<file path="config.mk">
export PLATFORM = sky130hd
export DESIGN_NAME = wb_dma_mast_arb
export DESIGN_NICKNAME = d
export VERILOG_FILES = /design/src/rtl/wb_dma_mast_arb.sv
export SDC_FILE = /design/constraint.sdc
export NUM_CORES = 1
export LEC_CHECK = 0
export CAP_MARGIN = 20
export CORE_MARGIN = 2
export CORE_UTILIZATION = 35
export CTS_CLUSTER_SIZE = 28
export DETAILED_ROUTE_END_ITERATION = 10
export DONT_BUFFER_PORTS = 1
export GPL_TIMING_DRIVEN = 0
export MAX_ROUTING_LAYER = met4
export PLACE_DENSITY_LB_ADDON = 0.12
export SYNTH_ARGS = -nofsm -noshare
export SYNTH_HDL_FRONTEND = slang
export SYNTH_SLANG_ARGS = --single-unit
</file>
<file path="constraint.sdc">
create_clock -name clk -period 1.81 [get_ports clk]
set_input_delay 0.362 -clock clk [delete_from_list [all_inputs] [get_ports clk]]
set_output_delay 0.362 -clock clk [all_outputs]
set_load 0.005 [all_outputs]
</file>
<file path="src/rtl/wb_dma_mast_arb.sv">
// -----------------------------------------------------------------------------
// wb_dma_mast_arb
//
// Purpose:
//   Two-requester round-robin arbiter and burst sequencer that sits in front of
//   the DMA Wishbone master interface. One requester at a time owns the master
//   datapath. While it owns it, the block steps the word address and counts
//   completed words (mast_drdy). A burst ends when its word count is used up
//   or when the bus reports an error (mast_err).
//
// Parameters:
//   AW - address width
//   DW - data width; the address advances by DW/8 bytes per word
//   LW - burst length counter width
//
// Ports:
//   clk, rst          clock; asynchronous active-low reset
//   rqN_req/we/adr/len  burst request, direction, start address, word count
//   rqN_dout/wait     write data for the current word; requester stall
//   rqN_gnt           requester N owns the master
//   rqN_ack           one word transferred this cycle for requester N
//   rqN_done/err      1-cycle pulse: burst complete / burst aborted
//   mast_go/we/wait   cycle active, write, strobe suppress to master
//   mast_adr/dout     current word address, write data to master
//   mast_din/drdy/err read data, word complete, bus error from master
//   rd_data           read data broadcast to requesters (= mast_din)
// -----------------------------------------------------------------------------
module wb_dma_mast_arb #(
  parameter int AW = 32,
  parameter int DW = 32,
  parameter int LW = 8
) (
  input  logic          clk,
  input  logic          rst,
  // requester 0
  input  logic          rq0_req,
  input  logic          rq0_we,
  input  logic [AW-1:0] rq0_adr,
  input  logic [LW-1:0] rq0_len,
  input  logic [DW-1:0] rq0_dout,
  input  logic          rq0_wait,
  output logic          rq0_gnt,
  output logic          rq0_ack,
  output logic          rq0_done,
  output logic          rq0_err,
  // requester 1
  input  logic          rq1_req,
  input  logic          rq1_we,
  input  logic [AW-1:0] rq1_adr,
  input  logic [LW-1:0] rq1_len,
  input  logic [DW-1:0] rq1_dout,
  input  logic          rq1_wait,
  output logic          rq1_gnt,
  output logic          rq1_ack,
  output logic          rq1_done,
  output logic          rq1_err,
  // master interface
  output logic          mast_go,
  output logic          mast_we,
  output logic          mast_wait,
  output logic [AW-1:0] mast_adr,
  output logic [DW-1:0] mast_dout,
  input  logic [DW-1:0] mast_din,
  input  logic          mast_drdy,
  input  logic          mast_err,
  output logic [DW-1:0] rd_data
);

  localparam logic [AW-1:0] ADR_INC = AW'(DW / 8);
  localparam logic [LW-1:0] CNT_ONE = LW'(1);

  typedef enum logic {
    ST_IDLE = 1'b0,
    ST_BUSY = 1'b1
  } state_t;

  // Registered state
  state_t        r_state;
  logic          r_last;   // index of the most recent winner
  logic [1:0]    r_gnt;    // one-hot owner, or zero
  logic [AW-1:0] r_adr;
  logic          r_we;
  logic [LW-1:0] r_cnt;    // words still to transfer
  logic [1:0]    r_done;
  logic [1:0]    r_err;

  // Next-state values
  state_t        w_state_next;
  logic          w_last_next;
  logic [1:0]    w_gnt_next;
  logic [AW-1:0] w_adr_next;
  logic          w_we_next;
  logic [LW-1:0] w_cnt_next;
  logic [1:0]    w_done_next;
  logic [1:0]    w_err_next;

  // Arbitration
  logic [1:0]    w_req;
  logic          w_win;
  logic [1:0]    w_win_oh;
  logic [AW-1:0] w_win_adr;
  logic [LW-1:0] w_win_len;
  logic          w_win_we;
  logic          w_busy;

  assign w_req = {rq1_req, rq0_req};

  // On a tie the requester that did not win last time goes first;
  // otherwise the single active requester wins.
  assign w_win     = (w_req == 2'b11) ? ~r_last : w_req[1];
  assign w_win_oh  = w_win ? 2'b10 : 2'b01;
  assign w_win_adr = w_win ? rq1_adr : rq0_adr;
  assign w_win_len = w_win ? rq1_len : rq0_len;
  assign w_win_we  = w_win ? rq1_we  : rq0_we;

  always_ff @(posedge clk or negedge rst) begin
    if (!rst) begin
      r_state <= ST_IDLE;
      r_last  <= 1'b1;
      r_gnt   <= '0;
      r_adr   <= '0;
      r_we    <= 1'b0;
      r_cnt   <= '0;
      r_done  <= '0;
      r_err   <= '0;
    end else begin
      r_state <= w_state_next;
      r_last  <= w_last_next;
      r_gnt   <= w_gnt_next;
      r_adr   <= w_adr_next;
      r_we    <= w_we_next;
      r_cnt   <= w_cnt_next;
      r_done  <= w_done_next;
      r_err   <= w_err_next;
    end
  end

  always_comb begin
    w_state_next = r_state;
    w_last_next  = r_last;
    w_gnt_next   = r_gnt;
    w_adr_next   = r_adr;
    w_we_next    = r_we;
    w_cnt_next   = r_cnt;
    w_done_next  = '0;
    w_err_next   = '0;

    case (r_state)
      ST_IDLE: begin
        // Bus responses arriving while idle are deliberately ignored.
        if (w_req != 2'b00) begin
          w_last_next = w_win;
          w_adr_next  = w_win_adr;
          w_we_next   = w_win_we;
          w_cnt_next  = w_win_len;
          if (w_win_len == '0) begin
            // Empty burst: report completion without touching the bus.
            w_done_next = w_win_oh;
          end else begin
            w_gnt_next   = w_win_oh;
            w_state_next = ST_BUSY;
          end
        end
      end

      ST_BUSY: begin
        if (mast_err) begin
          // Error wins over a simultaneous drdy; address and count freeze.
          w_err_next   = r_gnt;
          w_gnt_next   = '0;
          w_state_next = ST_IDLE;
        end else if (mast_drdy) begin
          w_adr_next = r_adr + ADR_INC;
          w_cnt_next = r_cnt - CNT_ONE;
          if (r_cnt == CNT_ONE) begin
            w_done_next  = r_gnt;
            w_gnt_next   = '0;
            w_state_next = ST_IDLE;
          end
        end
      end

      default: begin
        w_state_next = ST_IDLE;
        w_gnt_next   = '0;
      end
    endcase
  end

  assign w_busy = (r_state == ST_BUSY);

  assign mast_go   = w_busy;
  assign mast_we   = w_busy & r_we;
  assign mast_adr  = w_busy ? r_adr : '0;
  assign mast_wait = (r_gnt[0] & rq0_wait) | (r_gnt[1] & rq1_wait);
  assign mast_dout = r_gnt[0] ? rq0_dout :
                     r_gnt[1] ? rq1_dout : '0;

  assign rq0_gnt  = r_gnt[0];
  assign rq1_gnt  = r_gnt[1];
  assign rq0_ack  = mast_drdy & r_gnt[0];
  assign rq1_ack  = mast_drdy & r_gnt[1];
  assign rq0_done = r_done[0];
  assign rq1_done = r_done[1];
  assign rq0_err  = r_err[0];
  assign rq1_err  = r_err[1];

  assign rd_data = mast_din;

endmodule

</file>
# --- Yosys cells after proc, flatten, opt, wreduce, memory -nomap -nowiden ---
# Index checks and enable logic that the tools add are counted.
# Widths: inputs -> output; s select.
totals:
  reg_bits: 49
  inputBits: 186
  output_inout_bits: 107
  elab_cells: 67
classes:
  addsub: 2
  n_eq_ne: 8
  n_mux: 36
  bitwise_logic: 8
  n_reduce_logical: 5
ops:
  columns: ["cell", "n"]
  rows:
  - ["$mux 32", 7]
  - ["$pmux 32 s2", 1]
  - ["$add 32x3->32 const B", 1]
  - ["$mux 8", 4]
  - ["$mux 2", 13]
  - ["$pmux 8 s2", 1]
  - ["$eq 8x1->1 const B", 1]
  - ["$logic_not 8->1", 1]
  - ["$ne 2x2->1 const B", 4]
  - ["$pmux 2 s2", 2]
  - ["$sub 8x1->8 const B", 1]
  - ["$mux 1", 7]
  - ["$and 1x1->1", 5]
  - ["$reduce_and 4->1", 1]
  - ["$ne 3x2->1 const B", 1]
  - ["$ne 3x3->1 const B", 1]
  - ["$reduce_and 3->1", 1]
  - ["$eq 2x2->1 const B", 1]
  - ["$not 1->1", 2]
  - ["$pmux 1 s2", 1]
  - ["$reduce_and 2->1", 1]
  - ["$reduce_bool 2->1", 1]
  - ["$or 1x1->1", 1]

# --- Depth between registers and ports, before layout ---
depth:
  ltp_word: 7
  ltp_mapped: 8
  depth_no_buf: 7

# --- Worst setup path before layout ---
# Ideal clock, no wire load.
synth_path:
  path_kind: "register to register"
  from: "register r_cnt[4]"
  to: "register r_gnt[0]"
  setup_time_ps: 122
  arrival_time_ps: 1764
  t_required_ps: 1688
  setup_slack_ps: -75
  path_stages_with_launch: 6
  n_path_buf: 0
  synth_period_minus_slack_ps: 1885
  cell_sequence: "dfrtp_1 or4_1 or4_1 nand3b_1 o21ai_0 a32o_1"
synth_via:
  elab_chain_len: 3
synth_lines:
  columns: ["element", "line", "text"]
  rows:
  - ["start: declaration", "83", "logic [LW-1:0] r_cnt;"]
  - ["start signal: assignment", "132", "r_cnt <= w_cnt_next;"]
  - ["$eq 8x1->1", "175", "if (r_cnt == CNT_ONE) begin"]
  - ["$ne 3x2->1 (no line)", null, null]
  - ["$reduce_and 4->1 (no line)", null, null]
  - ["end signal: assignment", "129", "r_gnt <= w_gnt_next;"]
  - ["end: declaration", "80", "logic [1:0] r_gnt;"]
# No other way between the ends.
# A chain may end at the register's enable or synchronous reset.

# --- Worst setup path after layout ---
# Same ends and word-level chain as after synthesis.

==> PnR_summary.wiki <==
{| class="wikitable"
! Metric !! Value
|-
| Status || finished, violations left
|-
| Violations in the final reports || negative setup slack
|-
| Most frequent CP cell || sky130_fd_sc_hd__or4_4
|-
| Area growth syn-to-layout || 20.51%
|-
| Post-synth top area share || roughly 29%
|-
| Cell at the root of the clock tree || sky130_fd_sc_hd__clkbuf_16
|-
| Transition at the pin with the smallest max-transition slack || approximately 900 ps
|-
| Length of the first detailed-routing pass in iterations || 4
|-
| Sequential cell area fraction in the yosys report || between 20% and 30%
|-
| Crit path launch type || flip-flop
|-
| Clock insertion delay at the later pin of the skew report || roughly 300 ps
|-
| Number of violations of the max-capacitance limit || 0
|-
| Number of design-rule violations left by the first detailed-router iteration || 320
|-
| Aggregate negative setup slack || -156.6 ps
|-
| Slew Limit Headroom || about two fifths
|-
| Cell type contributing the most total cell area after synthesis || sky130_fd_sc_hd__dfrtp_1
|-
| Max FO, Critical Path || 3
|-
| Area enclosed by the die boundary || ~0.013 mm2
|-
| Mean instance size in the synthesized netlist || approximately 7.7 um2
|-
| CTS clk-pin slew, worst paths || approximately 70 ps
|-
| Detail Placement HPWL || roughly 13 mm
|-
| CP max-delay cell || sky130_fd_sc_hd__or4_4
|-
| CTS tree || yes
|-
| Fill cell total of the finished layout || ~1200
|-
| Count of standard-cell rows || 39
|-
| Total count of max-transition violations in the final report || 0
|-
| Antenna violations before repair || 4
|-
| Synth warnings || 0
|-
| Tot GR Track Use || between 20% and 30%
|-
| DRC violations left || 0
|-
| Hold path depth || 2
|-
| Smallest setup slack after layout || -70.69 ps
|-
| Clock buffers created by TritonCTS || 5
|-
| Launch point of the worst reg-to-reg path || r_cnt[4]$_DFFE_PN0P_
|-
| Proportion of power drawn by the clock network || 13.3%
|-
| Port bufs || 0
|-
| Worst VDD drop || roughly 0.7 mV
|-
| CP max stage delay || 520 ps
|-
| Die Wd || roughly 110 um
|-
| Data required time of the worst path || ~2000 ps
|-
| Total of endpoints with negative setup slack in the final report || 5
|-
| Residual overflow from global routing || 0
|-
| Series of cell instances along the critical path || or4_4, or4_4, nand3b_1, o21ai_1, a32o_1
|-
| Post-detailed-route via-to-cell ratio || roughly 6.0
|-
| Ratio of final minimum period to clock period || 103.9%
|-
| Combinational share of power || between 50% and 60%
|-
| End of the worst register-to-register path || r_gnt[0]$_DFFE_PN0P_
|-
| Post-synthesis sequential element count || 49
|-
| Setup repair after global routing missed its margin || yes
|-
| Placed standard-cell area || ~0.0043 mm2
|-
| Effective utilization at floorplan || 36.02%
|-
| Category of cells accounting for the largest share of critical-path delay || simple AND/OR/NAND/NOR gates
|-
| Post-Synthesis Net Count || ~730
|-
| Number of flops mapped to enable cells by yosys || 0
|-
| Maximum level of the CTS H-tree || 2
|-
| Synthesized instance count || around 540
|-
| Global placement routability congestion || 0.8573
|-
| Leading cell type in the layout, fill and taps excluded || sky130_fd_sc_hd__nand2_1
|-
| Switching power total || 3422 uW
|-
| TritonCTS sink count || slightly below 50
|-
| Total number of nets in the final design || about 760
|-
| Type of destination of the critical path || flip-flop
|-
| Worst Setup Path Type || flip-flop to flip-flop
|-
| Via count || approximately 4300
|-
| Cell area after synthesis || between 0.004 and 0.005 mm2
|-
| Global-route wire length before repair || 24.45 mm
|-
| Pin count of the biggest net entering global routing || 50
|-
| Primary FF master, synth || sky130_fd_sc_hd__dfrtp_1
|-
| Worst min path class || input port to flip-flop
|-
| Die Span Y || roughly 110 um
|-
| Number of buffer and inverter stages on the critical path || 0
|-
| Final Hold Violating Endpoints || 0
|-
| Summed area of non-filler cells in the final layout || about 0.0050 mm2
|-
| Total Routed Length || 17.09 mm
|-
| Worst hold start || rq1_we
|-
| Routed wire per std cell || about 24 um
|-
| Async set-reset flop share out of synthesis || 100.0%
|-
| LEAKAGE || 0.002206 uW
|-
| Pwr per Cell Area || 1506 mW/mm2
|-
| Share of power burned in registers || slightly below 30%
|-
| Io pins || 293
|-
| Maximum frequency from static timing analysis || around 530 MHz
|-
| Sink of the worst hold path || r_we$_DFFE_PN0P_
|-
| Largest cells by area after synthesis || sky130_fd_sc_hd__dfrtp_1 (29%), sky130_fd_sc_hd__nand2_1 (9.0%), sky130_fd_sc_hd__a22o_1 (7.0%), sky130_fd_sc_hd__buf_4 (5.8%), sky130_fd_sc_hd__nand3_1 (5.3%)
|-
| Top library cells by usage in the layout, fill and taps aside || sky130_fd_sc_hd__nand2_1 (98), sky130_fd_sc_hd__buf_4 (62), sky130_fd_sc_hd__nand3_1 (42)
|-
| Worst reg-to-reg setup slack || -70 ps
|-
| CTS max path bufs || 2
|-
| Distinct cell type count after synthesis || 66
|-
| Internal || around 4100 uW
|-
| Remaining antenna violation count || 0
|-
| Clock skew after layout || ~7.5 ps
|-
| Sw Share || 45.65%
|-
| Share of final-layout standard cells stronger than drive strength 1 || between 20 and 30%
|-
| Vias in the first global route || approximately 4200
|-
| Critical path arrival || around 2100 ps
|-
| Minimum period implied by the final worst setup slack || between 1500 and 2000 ps
|-
| Reg2Reg Depth || 5
|-
| CORE AREA || 0.01147 mm2
|}
==> cells by family after synthesis <==
| kind of cell | count (synthesis) | synth area share, % |
|---|---|---|
| AOI/OAI and AO/OA | 151 | 24.81 |
| adders and majority gates | 3 | 0.9089 |
| buffers and inverters | 79 | 11.54 |
| DFF | 49 | 29.72 |
| muxes | 12 | 2.939 |
| and+or+nand+nor | 244 | 30.08 |
==> state kept, by name, summed over array words and instances, names as in the netlist <==
signal,count
r_adr,32
r_cnt,8
r_last,1
r_done,2
r_we,1
mast_go,1
r_err,2
r_gnt,2
==> synth_stat cells (3+ instances only) <==
library cell	instances
sky130_fd_sc_hd__nand2_1	99
sky130_fd_sc_hd__ha_1	3
sky130_fd_sc_hd__o21ai_0	41
sky130_fd_sc_hd__inv_1	8
sky130_fd_sc_hd__nor3_1	8
sky130_fd_sc_hd__buf_2	3
sky130_fd_sc_hd__buf_1	4
sky130_fd_sc_hd__mux2i_1	11
sky130_fd_sc_hd__buf_4	32
sky130_fd_sc_hd__and3_1	10
sky130_fd_sc_hd__a31oi_1	6
sky130_fd_sc_hd__a21oi_1	30
sky130_fd_sc_hd__o22ai_1	6
sky130_fd_sc_hd__nand3_1	44
sky130_fd_sc_hd__dfrtp_1	48
sky130_fd_sc_hd__a311oi_1	5
sky130_fd_sc_hd__and2_1	33
sky130_fd_sc_hd__a22o_1	33
sky130_fd_sc_hd__clkbuf_1	26
sky130_fd_sc_hd__nor4_1	4
sky130_fd_sc_hd__a211oi_1	5
sky130_fd_sc_hd__and2_2	3
sky130_fd_sc_hd__o311a_1	3
sky130_fd_sc_hd__nor2_1	19
==> layout make-up <==
cell class / instances / area [um2] / share of cell area [%]
inverter: 9 / 35.03 / 0.7039
multi-input combinational: 410 / 2587 / 51.99
antenna: 4 / 10.01 / 0.2011
sequential: 49 / 1237 / 24.86
timing repair buffer: 29 / 240.2 / 4.827
tap: 143 / 178.9 / 3.595
clock buffer: 7 / 142.6 / 2.866
buffer: 68 / 545.5 / 10.96
==> metrics by stage <==
stage	power (uW)	setup slack, ps	instances	hold slack (ps)	utilization [%]
after floorplan	4717	-30.73	538	66.41	-
after global placement	5696	-571.3	681	68.71	37.76
after detailed placement	5749	-626.7	681	68.76	37.76
after CTS	7277	-66.33	706	206.8	42.01
after global routing	8054	-133.0	719	224.5	43.40
final	7497	-70.69	719	208.9	43.40
==> how the worst max path moves through the flow <==
| stage | slack (ps) | endpoint | from | depth (start not counted) |
|---|---|---|---|---|
| 6_report | -70 | r_gnt[0]$_DFFE_PN0P_ | r_cnt[4]$_DFFE_PN0P_ | 5 |
| 4_1_cts | -70 | r_gnt[0]$_DFFE_PN0P_ | r_cnt[5]$_DFFE_PN0P_ | 5 |
| 5_1_grt | -130 | r_gnt[0]$_DFFE_PN0P_ | r_cnt[4]$_DFFE_PN0P_ | 5 |
| 3_3_place_gp | -570 | r_adr[15]$_DFFE_PN0P_ | rq0_req | 7 |
| 2_1_floorplan | -30 | r_adr[29]$_DFFE_PN0P_ | r_adr[13]$_DFFE_PN0P_ | 5 |
| 3_5_place_dp | -630 | r_adr[13]$_DFFE_PN0P_ | r_last$_DFFE_PN1P_ | 7 |
==> per-layer routing <==
layer	GRT usage (%)	share of wire [%]
met5	-	0
met4	12.68	3.3
met3	6.641	7.5
met2	43.63	52
met1	29.52	37
==> repair_timing <==
item | in CTS | in global routing
setup endpoints to repair | 106 | 76
gates resized for setup | 68 | 35
buffers inserted | 18 | 9
pin swaps | 5 | 12
hold endpoints to repair | 49 | 0
hold buffers | 2 | 0
==> power by group through the flow <==
| stage | sequential, uW | clock, uW | combinational, uW |
|---|---|---|---|
| finish | 2170 | 995 | 4330 |
| global route | 2240 | 1050 | 4760 |
| global placement | 2200 | 0 | 3500 |
| floorplan | 2030 | 0 | 2690 |
| detailed placement | 2210 | 0 | 3540 |
| CTS | 2150 | 1000 | 4130 |
No activity file was read; power rests on OpenSTA's default activity.
